## config.mk

```make
export PLATFORM = sky130hd
export DESIGN_NAME = cap_err_sched
export DESIGN_NICKNAME = d
export VERILOG_FILES = /design/src/rtl/cap_err_sched.sv
export SDC_FILE = /design/constraint.sdc
export NUM_CORES = 1
export LEC_CHECK = 0
export ABC_AREA = 0
export BUFFER_PORTS_ARGS = -buffer_cell sky130_fd_sc_hd__buf_2
export CORE_MARGIN = 2
export CORE_UTILIZATION = 52
export DETAILED_ROUTE_END_ITERATION = 12
export GPL_ROUTABILITY_DRIVEN = 0
export PLACE_DENSITY_LB_ADDON = 0.08
export SLEW_MARGIN = 20
export SYNTH_ARGS = -nofsm -noshare
export SYNTH_HDL_FRONTEND = slang
export SYNTH_SLANG_ARGS = --single-unit
export TNS_END_PERCENT = 20
```

## constraint.sdc

```tcl
create_clock -name clk -period 2.7 [get_ports clk]
set_clock_uncertainty 0.1 [all_clocks]
set_input_delay 0.54 -clock clk [delete_from_list [all_inputs] [get_ports clk]]
set_output_delay 0.54 -clock clk [all_outputs]
set_load 0.01 [all_outputs]
```

## src/rtl/cap_err_sched.sv

```systemverilog
// cap_err_sched - multi-channel capability-error injection scheduler.
//
// Every channel (LSU, CLC/CSC, CJALR, fetch, ...) runs an IDLE -> SCHED ->
// ACTIVE FSM. A retirement on the channel evaluates a schedule decision
// (random, periodic or burst). A scheduled channel injects on its next
// qualifying candidate outside an ISR. An injected fault must be reported by
// the checker, otherwise err_failed_o pulses.
//
// Ports:
//   clk, rst_n     clock, asynchronous active-low reset
//   err_enable_i   global injection enable
//   err_rate_i     3 bits per channel; 0 = off, else period/probability 2^(8-rate)
//   mode_i         00 random, 01 periodic, 10 burst, 11 treated as random
//   in_isr_i       core is in an ISR; suppresses injection
//   evt_cand_i     per channel: qualifying instruction in EX
//   evt_done_i     per channel: qualifying instruction retired
//   chk_req_i      per channel: injected instruction reached its check point
//   chk_err_i      per channel: checker flagged a cheri error (with chk_req_i)
//   inject_o       per channel: apply fault this cycle
//   seed_o         SEED_W bits per channel, fault-selection seed
//   err_active_o   OR of inject_o
//   inj_cnt_o      (CAP_ERR_SCHED_STATS_EN only) saturating injection count
//   fail_cnt_o     (CAP_ERR_SCHED_STATS_EN only) saturating failure count
//   err_failed_o   per channel: one-cycle pulse, injected fault not detected
//
// Optional build macro: CAP_ERR_SCHED_STATS_EN adds the statistics counters.
module cap_err_sched #(
  parameter int unsigned NUM_CH    = 4,
  parameter int unsigned SEED_W    = 32,
  parameter int unsigned BURST_LEN = 4,
  parameter int unsigned CNT_W     = 16,
  parameter logic [31:0] LFSR_INIT = 32'hACE1_2468
) (
  input  logic                     clk,
  input  logic                     rst_n,
  input  logic                     err_enable_i,
  input  logic [3*NUM_CH-1:0]      err_rate_i,
  input  logic [1:0]               mode_i,
  input  logic                     in_isr_i,
  input  logic [NUM_CH-1:0]        evt_cand_i,
  input  logic [NUM_CH-1:0]        evt_done_i,
  input  logic [NUM_CH-1:0]        chk_req_i,
  input  logic [NUM_CH-1:0]        chk_err_i,
  output logic [NUM_CH-1:0]        inject_o,
  output logic [SEED_W*NUM_CH-1:0] seed_o,
  output logic                     err_active_o,
`ifdef CAP_ERR_SCHED_STATS_EN
  output logic [CNT_W*NUM_CH-1:0]  inj_cnt_o,
  output logic [CNT_W*NUM_CH-1:0]  fail_cnt_o,
`endif
  output logic [NUM_CH-1:0]        err_failed_o
);

  localparam logic [31:0]      LFSR_POLY = 32'h8020_0003;
  localparam int unsigned      REM_W     = $clog2(BURST_LEN + 1);
  localparam logic [REM_W-1:0] REM_INIT  = REM_W'(BURST_LEN - 1);

  typedef enum logic [1:0] {
    ST_IDLE   = 2'd0,
    ST_SCHED  = 2'd1,
    ST_ACTIVE = 2'd2
  } ch_state_e;

  typedef enum logic [1:0] {
    MODE_RANDOM   = 2'b00,
    MODE_PERIODIC = 2'b01,
    MODE_BURST    = 2'b10,
    MODE_RSVD     = 2'b11
  } mode_e;

  if ((CNT_W < 1) || (BURST_LEN < 1) || (LFSR_INIT == 32'h0)) begin : g_param_check
    $error("cap_err_sched: CNT_W and BURST_LEN must be >= 1, LFSR_INIT non-zero");
  end

  mode_e             mode;
  logic [31:0]       lfsr_q, lfsr_d;
  logic [31:0]       draw      [NUM_CH];
  ch_state_e         state_q   [NUM_CH];
  ch_state_e         state_d   [NUM_CH];
  logic [6:0]        per_cnt_q [NUM_CH];
  logic [6:0]        per_cnt_d [NUM_CH];
  logic [REM_W-1:0]  rem_q     [NUM_CH];
  logic [REM_W-1:0]  rem_d     [NUM_CH];
  logic [SEED_W-1:0] seed_q    [NUM_CH];
  logic [NUM_CH-1:0] pend_q, pend_d;
  logic [NUM_CH-1:0] failed_q, fail_set;
  logic [NUM_CH-1:0] seed_load, hit, grant;
  logic              taken;
  logic [2:0]        rate;
  logic [7:0]        span;
  logic [6:0]        mask;
  logic              rnd_hit;

  assign mode = mode_e'(mode_i);

  function automatic logic [SEED_W-1:0] seed_of(input logic [31:0] d);
    logic [SEED_W+31:0] ext;
    ext = {{SEED_W{1'b0}}, d};
    return ext[SEED_W-1:0];
  endfunction

  // Galois LFSR (right shift); the all-zero lock-up state reloads the seed.
  always_comb begin
    if (lfsr_q == '0) begin
      lfsr_d = LFSR_INIT;
    end else begin
      lfsr_d = {1'b0, lfsr_q[31:1]} ^ (lfsr_q[0] ? LFSR_POLY : '0);
    end
  end

  // Per-channel draw: LFSR rotated left by 8*c.
  always_comb begin
    for (int unsigned c = 0; c < NUM_CH; c++) begin
      draw[c] = (lfsr_q << ((8 * c) % 32)) | (lfsr_q >> (32 - ((8 * c) % 32)));
    end
  end

  // Grant: ACTIVE channels always hold it; among requesting SCHED channels
  // only the lowest index may move to ACTIVE this cycle.
  always_comb begin
    grant    = '0;
    inject_o = '0;
    taken    = 1'b0;
    for (int unsigned c = 0; c < NUM_CH; c++) begin
      if (state_q[c] == ST_ACTIVE) begin
        grant[c] = 1'b1;
      end else if ((state_q[c] == ST_SCHED) && evt_cand_i[c] && !in_isr_i && !taken) begin
        grant[c] = 1'b1;
        taken    = 1'b1;
      end
      inject_o[c] = (state_q[c] != ST_IDLE) && evt_cand_i[c] && !in_isr_i && grant[c];
    end
  end

  assign err_active_o = |inject_o;

  // Schedule decision on retirement. A SCHED channel that injects in the
  // same cycle keeps the injection and skips this decision.
  always_comb begin
    hit     = '0;
    rate    = '0;
    span    = '0;
    mask    = '0;
    rnd_hit = 1'b0;
    for (int unsigned c = 0; c < NUM_CH; c++) begin
      per_cnt_d[c] = per_cnt_q[c];
      rem_d[c]     = rem_q[c];
      rate         = err_rate_i[3*c +: 3];
      span         = 8'd1 << (4'd8 - {1'b0, rate});
      mask         = 7'(span - 8'd1);
      rnd_hit      = (draw[c][6:0] & mask) == '0;
      if (evt_done_i[c] && err_enable_i && (rate != '0) &&
          !((state_q[c] == ST_SCHED) && inject_o[c])) begin
        case (mode)
          MODE_PERIODIC: begin
            if (per_cnt_q[c] == mask) begin
              hit[c]       = 1'b1;
              per_cnt_d[c] = '0;
            end else begin
              per_cnt_d[c] = per_cnt_q[c] + 7'd1;
            end
          end
          MODE_BURST: begin
            if (rem_q[c] != '0) begin
              hit[c]   = 1'b1;
              rem_d[c] = rem_q[c] - REM_W'(1);
            end else if (rnd_hit) begin
              hit[c]   = 1'b1;
              rem_d[c] = REM_INIT;
            end
          end
          default: hit[c] = rnd_hit;
        endcase
      end
    end
  end

  // Channel FSMs. In ACTIVE the check is resolved before a retirement closes
  // the injection, so a same-cycle check and retire both take effect.
  always_comb begin
    pend_d    = pend_q;
    fail_set  = '0;
    seed_load = '0;
    for (int unsigned c = 0; c < NUM_CH; c++) begin
      state_d[c] = state_q[c];
      case (state_q[c])
        ST_IDLE: begin
          if (evt_done_i[c]) begin
            state_d[c]   = hit[c] ? ST_SCHED : ST_IDLE;
            seed_load[c] = hit[c];
          end
        end
        ST_SCHED: begin
          if (inject_o[c]) begin
            state_d[c] = ST_ACTIVE;
            pend_d[c]  = 1'b1;
          end else if (evt_done_i[c]) begin
            state_d[c]   = hit[c] ? ST_SCHED : ST_IDLE;
            seed_load[c] = hit[c];
          end else if (!err_enable_i) begin
            state_d[c] = ST_IDLE;
          end
        end
        ST_ACTIVE: begin
          if (pend_q[c] && chk_req_i[c]) begin
            pend_d[c]   = 1'b0;
            fail_set[c] = !chk_err_i[c];
          end
          if (evt_done_i[c]) begin
            pend_d[c]    = 1'b0;
            state_d[c]   = hit[c] ? ST_SCHED : ST_IDLE;
            seed_load[c] = hit[c];
          end
        end
        default: state_d[c] = ST_IDLE;
      endcase
    end
  end

  always_ff @(posedge clk or negedge rst_n) begin
    if (!rst_n) begin
      lfsr_q   <= LFSR_INIT;
      pend_q   <= '0;
      failed_q <= '0;
      for (int unsigned c = 0; c < NUM_CH; c++) begin
        state_q[c]   <= ST_IDLE;
        per_cnt_q[c] <= '0;
        rem_q[c]     <= '0;
        seed_q[c]    <= '0;
      end
    end else begin
      lfsr_q   <= lfsr_d;
      pend_q   <= pend_d;
      failed_q <= fail_set;
      for (int unsigned c = 0; c < NUM_CH; c++) begin
        state_q[c]   <= state_d[c];
        per_cnt_q[c] <= per_cnt_d[c];
        rem_q[c]     <= rem_d[c];
        if (seed_load[c]) begin
          seed_q[c] <= seed_of(draw[c]);
        end
      end
    end
  end

  assign err_failed_o = failed_q;

  always_comb begin
    seed_o = '0;
    for (int unsigned c = 0; c < NUM_CH; c++) begin
      seed_o[c*SEED_W +: SEED_W] = seed_q[c];
    end
  end

`ifdef CAP_ERR_SCHED_STATS_EN
  logic [CNT_W-1:0] inj_cnt_q  [NUM_CH];
  logic [CNT_W-1:0] fail_cnt_q [NUM_CH];

  always_ff @(posedge clk or negedge rst_n) begin
    if (!rst_n) begin
      for (int unsigned c = 0; c < NUM_CH; c++) begin
        inj_cnt_q[c]  <= '0;
        fail_cnt_q[c] <= '0;
      end
    end else begin
      for (int unsigned c = 0; c < NUM_CH; c++) begin
        if ((state_q[c] == ST_SCHED) && inject_o[c] && (inj_cnt_q[c] != '1)) begin
          inj_cnt_q[c] <= inj_cnt_q[c] + CNT_W'(1);
        end
        if (failed_q[c] && (fail_cnt_q[c] != '1)) begin
          fail_cnt_q[c] <= fail_cnt_q[c] + CNT_W'(1);
        end
      end
    end
  end

  always_comb begin
    inj_cnt_o  = '0;
    fail_cnt_o = '0;
    for (int unsigned c = 0; c < NUM_CH; c++) begin
      inj_cnt_o[c*CNT_W +: CNT_W]  = inj_cnt_q[c];
      fail_cnt_o[c*CNT_W +: CNT_W] = fail_cnt_q[c];
    end
  end
`endif

endmodule

```

== Yosys cells after proc, flatten, opt, wreduce, memory -nomap -nowiden ==
Index checks and enable logic that the tools add are counted.
Storage, ports and cells
  register bits: 216
  input bits: 34
  output and inout bits: 137
Cells by class
  add/subtract/negate cells: 16
  eq/ne operators: 30
  shift-type cells: 4
  multiplexer cells: 104
  bitwise gates (word level): 8
  reduce and logical (&&, ||, !) cells: 105
Operators with widths (count)
  two-way mux 32 bit: 2
  two-way mux 1 bit: 61
  logical AND 1 bit: 43
  zero test 32 bit: 1
  OR 32 x 16 -> 32 bit: 1
  OR 32 x 24 -> 32 bit: 1
  OR 32 x 8 -> 32 bit: 1
  XOR 31 x 32 -> 32 bit: 1
  adder 7 x 1 -> 7 bit, second input constant: 4
  bitwise AND 7 bit: 4
  equality test 7 bit: 4
  zero test 7 bit: 4
  two-way mux 7 bit: 4
  left shift 1 x 4 -> 7 bit, first input constant: 4
  subtractor 7 x 1 -> 7 bit, second input constant: 4
  two-way mux 2 bit: 13
  two-way mux 3 bit: 8
  one-hot mux 1 bit (2 select lines): 12
  AND reduction 3 bit: 8
  nonzero test 2 bit: 12
  nonzero test 3 bit: 8
  != test 4 bit, second input constant: 4
  one-hot mux 2 bit (2 select lines): 4
  AND reduction 2 bit: 8
  other kinds (11): 51

== Longest topological paths before layout ==
Gate-level depths: netlist of run 1.
  depth after elaboration: 26
  depth in mapped cells: 17
  gate-level depth less buffers: 13

== Worst setup path before layout of run 1 ==
OpenSTA, ideal clock, no wires.
  path type: input-to-reg
  from: input port err_rate_i[4]
  to: register seed_q (netlist bit seed_o[40])
  data arrival time: 4.085 ns
  path slack: -1.612 ns
  cell stages on the path: 16
  cells stage by stage: or2_2 -> inv_1 -> ha_1 -> buf_2 -> buf_2 -> nor4b_2 -> inv_1 -> ha_1 -> nand2b_1 -> o31a_1 -> and3_1 -> a2111o_1 -> nor4_4 -> a21oi_2 -> buf_2 -> mux2_1
On the way
  cells in the longest elaborated chain, start to end: 12
  elaborated cells on any way between the ends: 17
Ends and longest elaborated chain
  start: declaration: RTL line 37  | input logic [3*NUM_CH-1:0] err_rate_i,
  subtractor 4 x 3 -> 4 bit: RTL line 149  | span = 8'd1 << (4'd8 - {1'b0, rate});
  left shift 1 x 4 -> 7 bit: RTL line 149
  subtractor 7 x 1 -> 7 bit: RTL line 150  | mask = 7'(span - 8'd1);
  bitwise AND 7 bit: RTL line 151  | rnd_hit = (draw[c][6:0] & mask) == '0;
  zero test 7 bit: RTL line 151
  two-way mux 1 bit: RTL line 167  | end else if (rnd_hit) begin
  two-way mux 1 bit: RTL line 164  | if (rem_q[c] != '0) begin
  one-hot mux 1 bit (2 select lines): RTL line 154  | case (mode)
  two-way mux 1 bit *: RTL line 152  | if (evt_done_i[c] && err_enable_i && (rate != '0) &&
  two-way mux 1 bit *: RTL line 188, 197, 209
  two-way mux 1 bit: RTL line 194  | if (inject_o[c]) begin
  one-hot mux 1 bit (2 select lines) *: RTL line 186  | case (state_q[c])
  end signal: indexed assignment: RTL line 240  | seed_q[c] <= seed_of(draw[c]);
  end: declaration: RTL line 84  | logic [SEED_W-1:0] seed_q [NUM_CH];
Every way passes the cells marked *; elsewhere a longest branch is shown, timed or not.
A chain may end at the register's enable or synchronous reset.

== Final worst setup path of run 1 ==
  from: input port err_rate_i[4]
  to: register seed_q (netlist bit seed_o[57])
The elaborated chain is that of the path after synthesis.

==> out/results.ini, run 1 <==
[run_status]
outcome=finished, violations left
violations=setup timing

[logic_synthesis]
synthDistinctLibCells=84
yosysTopAreaCell=dfrtp_1
ys_seq_elements=216
synth_fp_nets=1079
synth_top_area_share=0.454
synth-async-reset-ratio=1.00
synth_area_leaders=dfrtp_1, mux2_2, mux2_4, dfstp_2, o21ai_0
seq_area_frac_synth=0.484
synth.avg_cell_area_um2=11.0
yosys_warnings=0
synth_common_cells=dfrtp_1, mux2_2, nand2_1
syn_inst=1022
synth-main-ff-cell=dfrtp_1
netlist_area_um2=11200
synth.most_common_cell=dfrtp_1
synth_edf_count=0

[clocking]
worstSkewPairLatency_ns=0.52
numCtsBuffers=24
clkSinkCount=216
clockRootBuffer=clkbuf_16
clk_pin_slew_worst_paths_ns=0.06
htreeDepth=1
cts_buffer_depth=3
cts_tree=yes

[critical_path]
arrival_ns=3.60
timing.rr.end=seed_o[4]
cp_max_fo=11
rrSetupSlack_ns=-0.09
rr_startpoint=per_cnt_q[25]
critPathKind=primary input to flop
r2r_cells=11
worstPathRequired_ns=3.00
end_kind=flop
startpoint_type=primary input

[layout]
diodes=0
fin_cells=1608
final_util=0.722
layout.nets=1372
design_area_um2=15200
synthToLayoutAreaGrowth_pct=36.0
drive_above_1_share=0.462
fillers=1485

[sta]
relSlewSlack=0.701
finalSetupViolations=146
rsz0062_at_grt=yes
worst_slew_pin_slew_ns=0.449
finalCritPeriodShare=1.22
drv_slew=0
whs_ns=0.0733
period_minus_slack_ns=3.30
hold_viol=0
max_freq_mhz=303
timing.final.ws_setup_ns=-0.595

[pwr]
intPower_mw=8.62
pwr-share-comb=0.312
power.switching_mw=3.76
p_per_area_nw_per_um2=813
vdd_drop_max_mv=0.642
clkPwrFrac=0.302
p_seq_frac=0.386
leakagePower_nw=7.26
p_sw_frac=0.304

[global_route]
met3_usage=0.0567
grt_max_degree=71
met2_usage=0.456
grt_usage=0.275
grt.overflow.total=0
first_global_vias=9138
antenna_found_initial=0
top_usage_layer=met2
grt_pass1_wl_um=49400
grt_use_met1=0.372

[min_path]
hp-class=primary input to flop
holdCritStartpoint=chk_err_i[2]
hold_end=err_failed_o[2]
hold_depth=2

[floorplanning]
core_area_um2=21100
num_io_pins=171
rows=53
die_h_um=151
die_w_um=151
start_util=0.531
fp.dieArea_um2=22700

[placement]
port_buffers=170
dp_hpwl_um=21000
place_ws_ns=-1.29
placed_cells=1536
place_area_um2=13400

[route]
drt_first_pass_iters=5
drc=0
routed_via_density=5.69
routed_wl_um=31700
drtAntennaViolNets=0
vias=9150
drt_iter0_markers=375
wl_per_cell_um=19.7

[run]
max_cap_viol_count=0

## sequential cells by signal (all words and copies together), names as in the netlist
signal,cells
per_cnt_q,28
rem_q,12
err_failed_o,4
pend_q,4
seed_o,128
lfsr_q,32
state_q,8
## layer usage
metal	share of wire	wire, µm	up-vias
met4	0.021	659	0
met2	0.48	15300	270
li1	-	-	4264
met5	0	0	-
met3	0.064	2030	48
met1	0.43	13700	4568
## worst max-delay path: stages
cell and delay [ns]:
buf_6 0.09, or2_4 0.25, inv_4 0.07, ha_4 0.21, nor4b_4 0.22, inv_1 0.10, ha_4 0.19, nand2b_4 0.14
o31a_1 0.23, and3_1 0.14, a2111o_1 0.43, nor4_4 0.21, buf_4 0.18, a21oi_4 0.09, buf_6 0.18, mux2_4 0.31
## kinds of logic after synthesis
family / after synthesis / share of synthesized area
fa+ha+maj: 23 / 0.0257
compound gates: 210 / 0.128
flops: 216 / 0.484
xor+xnor: 17 / 0.0133
mux: 139 / 0.149
buf+inv: 112 / 0.0464
simple gates: 305 / 0.153
## through the flow
stage / TNS (ns) / total power, mW
after floorplan: -158.17 / 6.85
after global placement: -162.18 / 8.24
after detailed placement: -169.84 / 8.34
after CTS: -60.05 / 12.3
after global routing: -73.47 / 13.0
final: -60.20 / 12.4
## placed cells by master, fill, tap and decap left out, drive strengths merged, types with 8 or more instances in the layout
cell | netlist | final
mux2 | 135 | 135
a21oi | 38 | 38
inv | 42 | 43
or2 | 16 | 16
nand2 | 75 | 75
nand2b | 26 | 26
nor2 | 40 | 40
a211oi | 8 | 8
nor3b | 9 | 9
xor2 | 10 | 10
nor3 | 19 | 19
nand4 | 8 | 8
nor2b | 23 | 23
ha | 23 | 23
nand3b | 9 | 9
dfstp | 13 | 13
buf | 28 | 334
a31oi | 13 | 13
or3 | 12 | 12
a21o | 10 | 10
dfrtp | 203 | 203
a22o | 10 | 10
clkbuf | 42 | 33
o21ai | 60 | 60
nand3 | 17 | 17
## worst max-delay path by stage
stage	start	endpoint	slack, ns	cells past startpoint
floorplan	err_rate_i[3]	seed_o[57]	-1.18	16
global placement	err_rate_i[7]	seed_o[64]	-1.21	12
detailed placement	err_rate_i[7]	seed_o[81]	-1.29	13
CTS	err_rate_i[3]	seed_o[40]	-0.59	17
global route	err_rate_i[4]	seed_o[46]	-0.71	16
finish	err_rate_i[4]	seed_o[57]	-0.60	16
## final cells by class
cell class	instances	area, µm²	share of cell area
sequential	216	5420	0.356
multi-input combinational	694	5870	0.386
clock buffer	31	668	0.0439
clock inverter	13	246	0.0162
inverter	42	160	0.0105
tap	275	344	0.0226
timing repair buffer	337	2510	0.165
## power groups by stage
| stage | Clock [mW] | Sequential (mW) | Combinational, mW |
|---|---|---|---|
| after floorplan | 0 | 5.07 | 1.78 |
| after global placement | 0 | 4.76 | 3.48 |
| after detailed placement | 0 | 4.78 | 3.56 |
| after CTS | 3.82 | 4.75 | 3.73 |
| after global routing | 3.96 | 4.89 | 4.19 |
| final | 3.74 | 4.78 | 3.86 |
## what timing repair did
item	CTS	global route
hold endpoints to repair	51	0
pin swaps	26	23
setup endpoints to repair	157	168
hold buffers	1	0
resized for setup	59	77
gates cloned	6	3
buffers inserted	18	6
Note: power is estimated with default switching activity, not from simulation.
==> run 2, diff against run 1 <==
CORE_ASPECT_RATIO = 1.25   (was default)
SLEW_MARGIN = 10   (was 20)
==> run 2 against run 1 <==
  * The flow still finishes with violations (setup timing)
  * Clock power is 14% lower
  * Sequential power is essentially flat
  * Register-to-register slack about the same
  * Clock-buffer cell count grew 4
  * Non-clock buffer count shrank 18
  * Combinational power fell by 4%
  * Die area is essentially flat
  * Total power down 5.7%
  * Routed wire length decreased by 3.4%
  * Critical path type unchanged
  * Critical endpoint is now seed_o[48]
==> out/results.ini, run 2 (same netlist as run 1, synthesis figures left out) <==
[global_route]
antenna_found_initial=3
grt_max_degree=77
grt_pass1_wl_um=48900
first_global_vias=8964
grt.overflow.total=0
grt_usage=0.270

[layout]
synthToLayoutAreaGrowth_pct=31.2
ff_latch_area_um2=5420
largest_reg_flops=128
final_cell_mix=dfrtp_1, buf_2, buf_4, mux2_2, nand2_1
final_common_cell=dfrtp_1
fillers=1605
design_area_um2=14700
final_util=0.689
drive_above_1_share=0.452
layout.nets=1353
multi_input_area_um2=5800

[run_status]
outcome=finished, violations left
violations=setup timing

[route]
wl_per_cell_um=19.2
drt_first_pass_iters=5
drt_iter0_markers=438
highest-signal-layer=met4
drc=0
wl_met3_um=1420
vias=8980
drtAntennaViolNets=0
routed_via_density=5.64
wl_met1_um=13000
route.met2.wl_um=15500
routed_wl_um=30600

[critical_path]
worstPathRequired_ns=2.99
startpoint_type=primary input
end_kind=flop
arrival_ns=3.61
critPathKind=primary input to flop
cp_max_fo=24

[pwr]
vdd_drop_max_mv=0.559
leakagePower_nw=6.97
p_per_area_nw_per_um2=795

[sta]
worst_slew_pin_slew_ns=0.631
drv_slew=0
rsz0062_at_grt=yes
relSlewSlack=0.579
finalCritPeriodShare=1.23
finalSetupViolations=145
hold_viol=0
fin_tns_setup_ns=-57.32
timing.final.ws_setup_ns=-0.622
max_freq_mhz=301
period_minus_slack_ns=3.32

[floorplanning]
fp.dieArea_um2=22700
num_io_pins=171
rows=60
core_area_um2=21300
die_w_um=135
start_util=0.525
die_h_um=168

[clocking]
worstSkewPairLatency_ns=0.51
clkSinkCount=216
clockRootBuffer=clkbuf_16
htreeDepth=1
cts_buffer_depth=3
numCtsBuffers=23
cts_tree=yes
clk_pin_slew_worst_paths_ns=0.06

[run]
max_cap_viol_count=0

[placement]
place_area_um2=13300
port_buffers=170
dp_hpwl_um=21500

[min_path]
hp-class=primary input to flop

[run 2: cell types whose count changed in the layout (fill, tap and decap cells not counted), sizes merged]
cell,delta
inv,-1
bufinv,-5
clkbuf,+2
clkinv,-2
clkinvlp,+1
diode,+2
buf,-16
[run 2: final cells by class]
cell class,instances,share of cell area
inverter,42,0.0109
timing repair buffer,319,0.149
clock inverter,6,0.00605
antenna,2,0.000341
multi-input combinational,694,0.395
sequential,216,0.369
tap,279,0.0238
clock buffer,35,0.0457
[run 2: layer usage]
layer	track usage	vias to the layer above
li1	-	4226
met1	0.359	4495
met2	0.464	204
met3	0.0385	55
met4	0.0747	0
met5	0	-
[run 2: where the power goes]
part	leakage [nW]	internal [mW]	switching [mW]
clock	0.364	1.90	1.30
sequential	2.64	4.18	0.587
combinational	3.97	1.94	1.77
total	6.97	8.02	3.66
[run 2: per-stage QoR]
stage	power, mW	hold WS [ns]	worst slack [ns]	cells
finish	11.7	0.0813	-0.622	1593
global route	12.3	0.0885	-0.724	1592
CTS	11.7	0.0666	-0.599	1590
detailed placement	8.34	0.341	-1.21	1535
global placement	8.23	0.345	-1.17	1535
floorplan	6.85	0.144	-1.18	1022
[run 2: path summary, 6_finish.rpt]
check                                   start               to  slack (ns)  cells past startpoint
worst max-delay path            err_rate_i[3]       seed_o[48]       -0.62                     15
worst min-delay path             chk_err_i[2]  err_failed_o[2]        0.08                      2
worst max register to register  per_cnt_q[25]        seed_o[0]       -0.10                      9
worst min register to register     lfsr_q[31]       lfsr_q[30]        0.35                      0
max in group asynchronous               rst_n        lfsr_q[5]        1.20                      3
min in group asynchronous               rst_n       seed_o[34]        0.51                      2
[run 2: timing repair]
item / in CTS / in global routing
cloned: 2 / 0
pin swaps: 33 / 12
hold endpoints to repair: 60 / 0
hold buffers: 1 / 0
setup endpoints to repair: 155 / 158
resized for setup: 85 / 18
setup buffers: 11 / 1
[run 2: critical path: stages]
cell     delay [ns]
buf_6          0.09
or2_4          0.25
inv_4          0.07
ha_4           0.21
nor4b_4        0.23
inv_1          0.11
ha_4           0.20
or3b_2         0.48
a21oi_2        0.15
nor4_2         0.07
a32oi_1        0.27
nor4b_2        0.12
a21oi_4        0.21
buf_12         0.23
mux2_2         0.36
==> run 3, diff against run 2 <==
CORE_UTILIZATION = 58   (was 52)
MAX_ROUTING_LAYER = met4   (was default)
clock period = 3.8 ns   (was 2.7 ns; I/O delays follow)
==> run 3 against run 2 <==
  * The flow now finishes without violations
  * Final area down 8.2%
  * First-iteration DRC count increased by 13%
  * Sequential power shrank 29%
  * Highest routed layer unchanged
  * Total power shrank 31%
  * Non-clock buffer count shrank 74
  * Die area down 10%
  * Hold slack better by 0.045 ns
  * Via count is 3.3% lower
==> out/results.ini, run 3 (same netlist as run 1, synthesis figures left out) <==
[critical_path]
slowest_delay_ns=0.87
arrival_ns=2.72
worstPathRequired_ns=2.94
cp_max_fo=6
end_kind=output pin
startpoint_type=flop
crit_chain=nor2b_1, a2111oi_0, nand2b_1, and2_1, or4_1, buf_2
worst_path_max_delay_cell=a2111oi_0
critPathKind=flop to output pin

[layout]
fillers=1398
layout.nets=1279
final_cell_mix=dfrtp_1, buf_2, mux2_2, nand2_1, buf_4
synthToLayoutAreaGrowth_pct=20.4
fin_cells=1472
drive_above_1_share=0.386
largest_reg_flops=128
final_common_cell=dfrtp_1

[clocking]
clockRootBuffer=clkbuf_16
clk_pin_slew_worst_paths_ns=0.06
cts_resized=0
cts_tree=yes
htreeDepth=1
cts_hold_buf=0
worstSkewPairLatency_ns=0.51
cts_buffer_depth=3
clkSinkCount=216
numCtsBuffers=23
cts_setup_buffers=0

[sta]
drv_slew=0
finalCritPeriodShare=0.943
max_freq_mhz=279
rsz0062_at_grt=no
hold_viol=0
relSlewSlack=0.329
finalSetupViolations=0
worst_slew_pin_slew_ns=1.00
period_minus_slack_ns=3.58

[floorplanning]
fp.dieArea_um2=20400
rows=56
core_area_um2=18800
num_io_pins=171
die_h_um=159
die_w_um=128
start_util=0.594

[global_route]
grt_usage=0.289
antenna_found_initial=3
first_global_vias=8611
grt.overflow.total=0
grt_pass1_wl_um=46000
grt_max_degree=91

[route]
drc=0
drtAntennaViolNets=0
drt_first_pass_iters=7
drt_iter0_markers=495
routed_via_density=5.90
routed_wl_um=28200
vias=8685
wl_per_cell_um=19.2

[pwr]
total_power_mw=8.05
p_per_area_nw_per_um2=597
vdd_drop_max_mv=0.399
leakagePower_nw=6.42

[placement]
port_buffers=170
placed_cells=1429
dp_hpwl_um=20300

[run]
max_cap_viol_count=0

[run_status]
outcome=complete, no violations

[min_path]
hp-class=primary input to async pin

run 3: routing by layer:
layer / share of wire / wire [µm] / vias to the layer above / track usage
li1: - / - / 4088 / -
met1: 0.42 / 11900 / 4319 / 0.373
met2: 0.50 / 14200 / 220 / 0.472
met3: 0.051 / 1430 / 58 / 0.0457
met4: 0.024 / 671 / 0 / 0.0884
met5: 0 / 0 / - / -
run 3: critical path: cells and delay by family, from the launching register on:
family,cells,cell delay (ns)
flip-flops,1,0.43
AO/OA/AOI/OAI,1,0.87
AND/OR/NAND/NOR,4,0.79
buffers and inverters,1,0.12
run 3: layout make-up:
cell class              instances  area, µm²  share of cell area
inverters                      42        158              0.0117
diodes                          3       7.51            0.000557
clock buffers                  29        638              0.0473
repair buffers                245       1490               0.110
clock inverters                11        113             0.00836
flip-flops and latches        216       5420               0.402
well taps                     232        290              0.0215
multi-input cells             694       5360               0.398
run 3: path summary, 6_finish.rpt:
kind,start,slack (ns),end,cells past startpoint
max,state_q[4],0.22,err_active_o,6
min,rst_n,0.13,seed_o[114],1
max reg2reg,state_q[4],0.66,seed_o[125],7
min reg2reg,lfsr_q[31],0.35,lfsr_q[30],0
max in group asynchronous,rst_n,2.50,lfsr_q[3],2
min in group clk,chk_err_i[0],0.31,err_failed_o[0],2
run 3: power by group:
| group | switching, mW | leakage, nW | internal (mW) |
|---|---|---|---|
| combinational | 1.17 | 3.40 | 1.24 |
| clock | 0.921 | 0.379 | 1.33 |
| sequential | 0.427 | 2.64 | 2.97 |
| total | 2.51 | 6.42 | 5.53 |
run 3: stage by stage:
stage	setup WS [ns]	utilization	setup TNS (ns)	cell area [µm²]	hold slack [ns]
after floorplan	-0.297	-	-31.76	11400	0.340
after global placement	-0.236	0.674	-24.79	12700	0.332
after detailed placement	-0.316	0.674	-30.19	12700	0.338
after CTS	0.211	0.714	0	13500	0.179
after global routing	0.0208	0.715	0	13500	0.208
final	0.215	0.715	0	13500	0.126
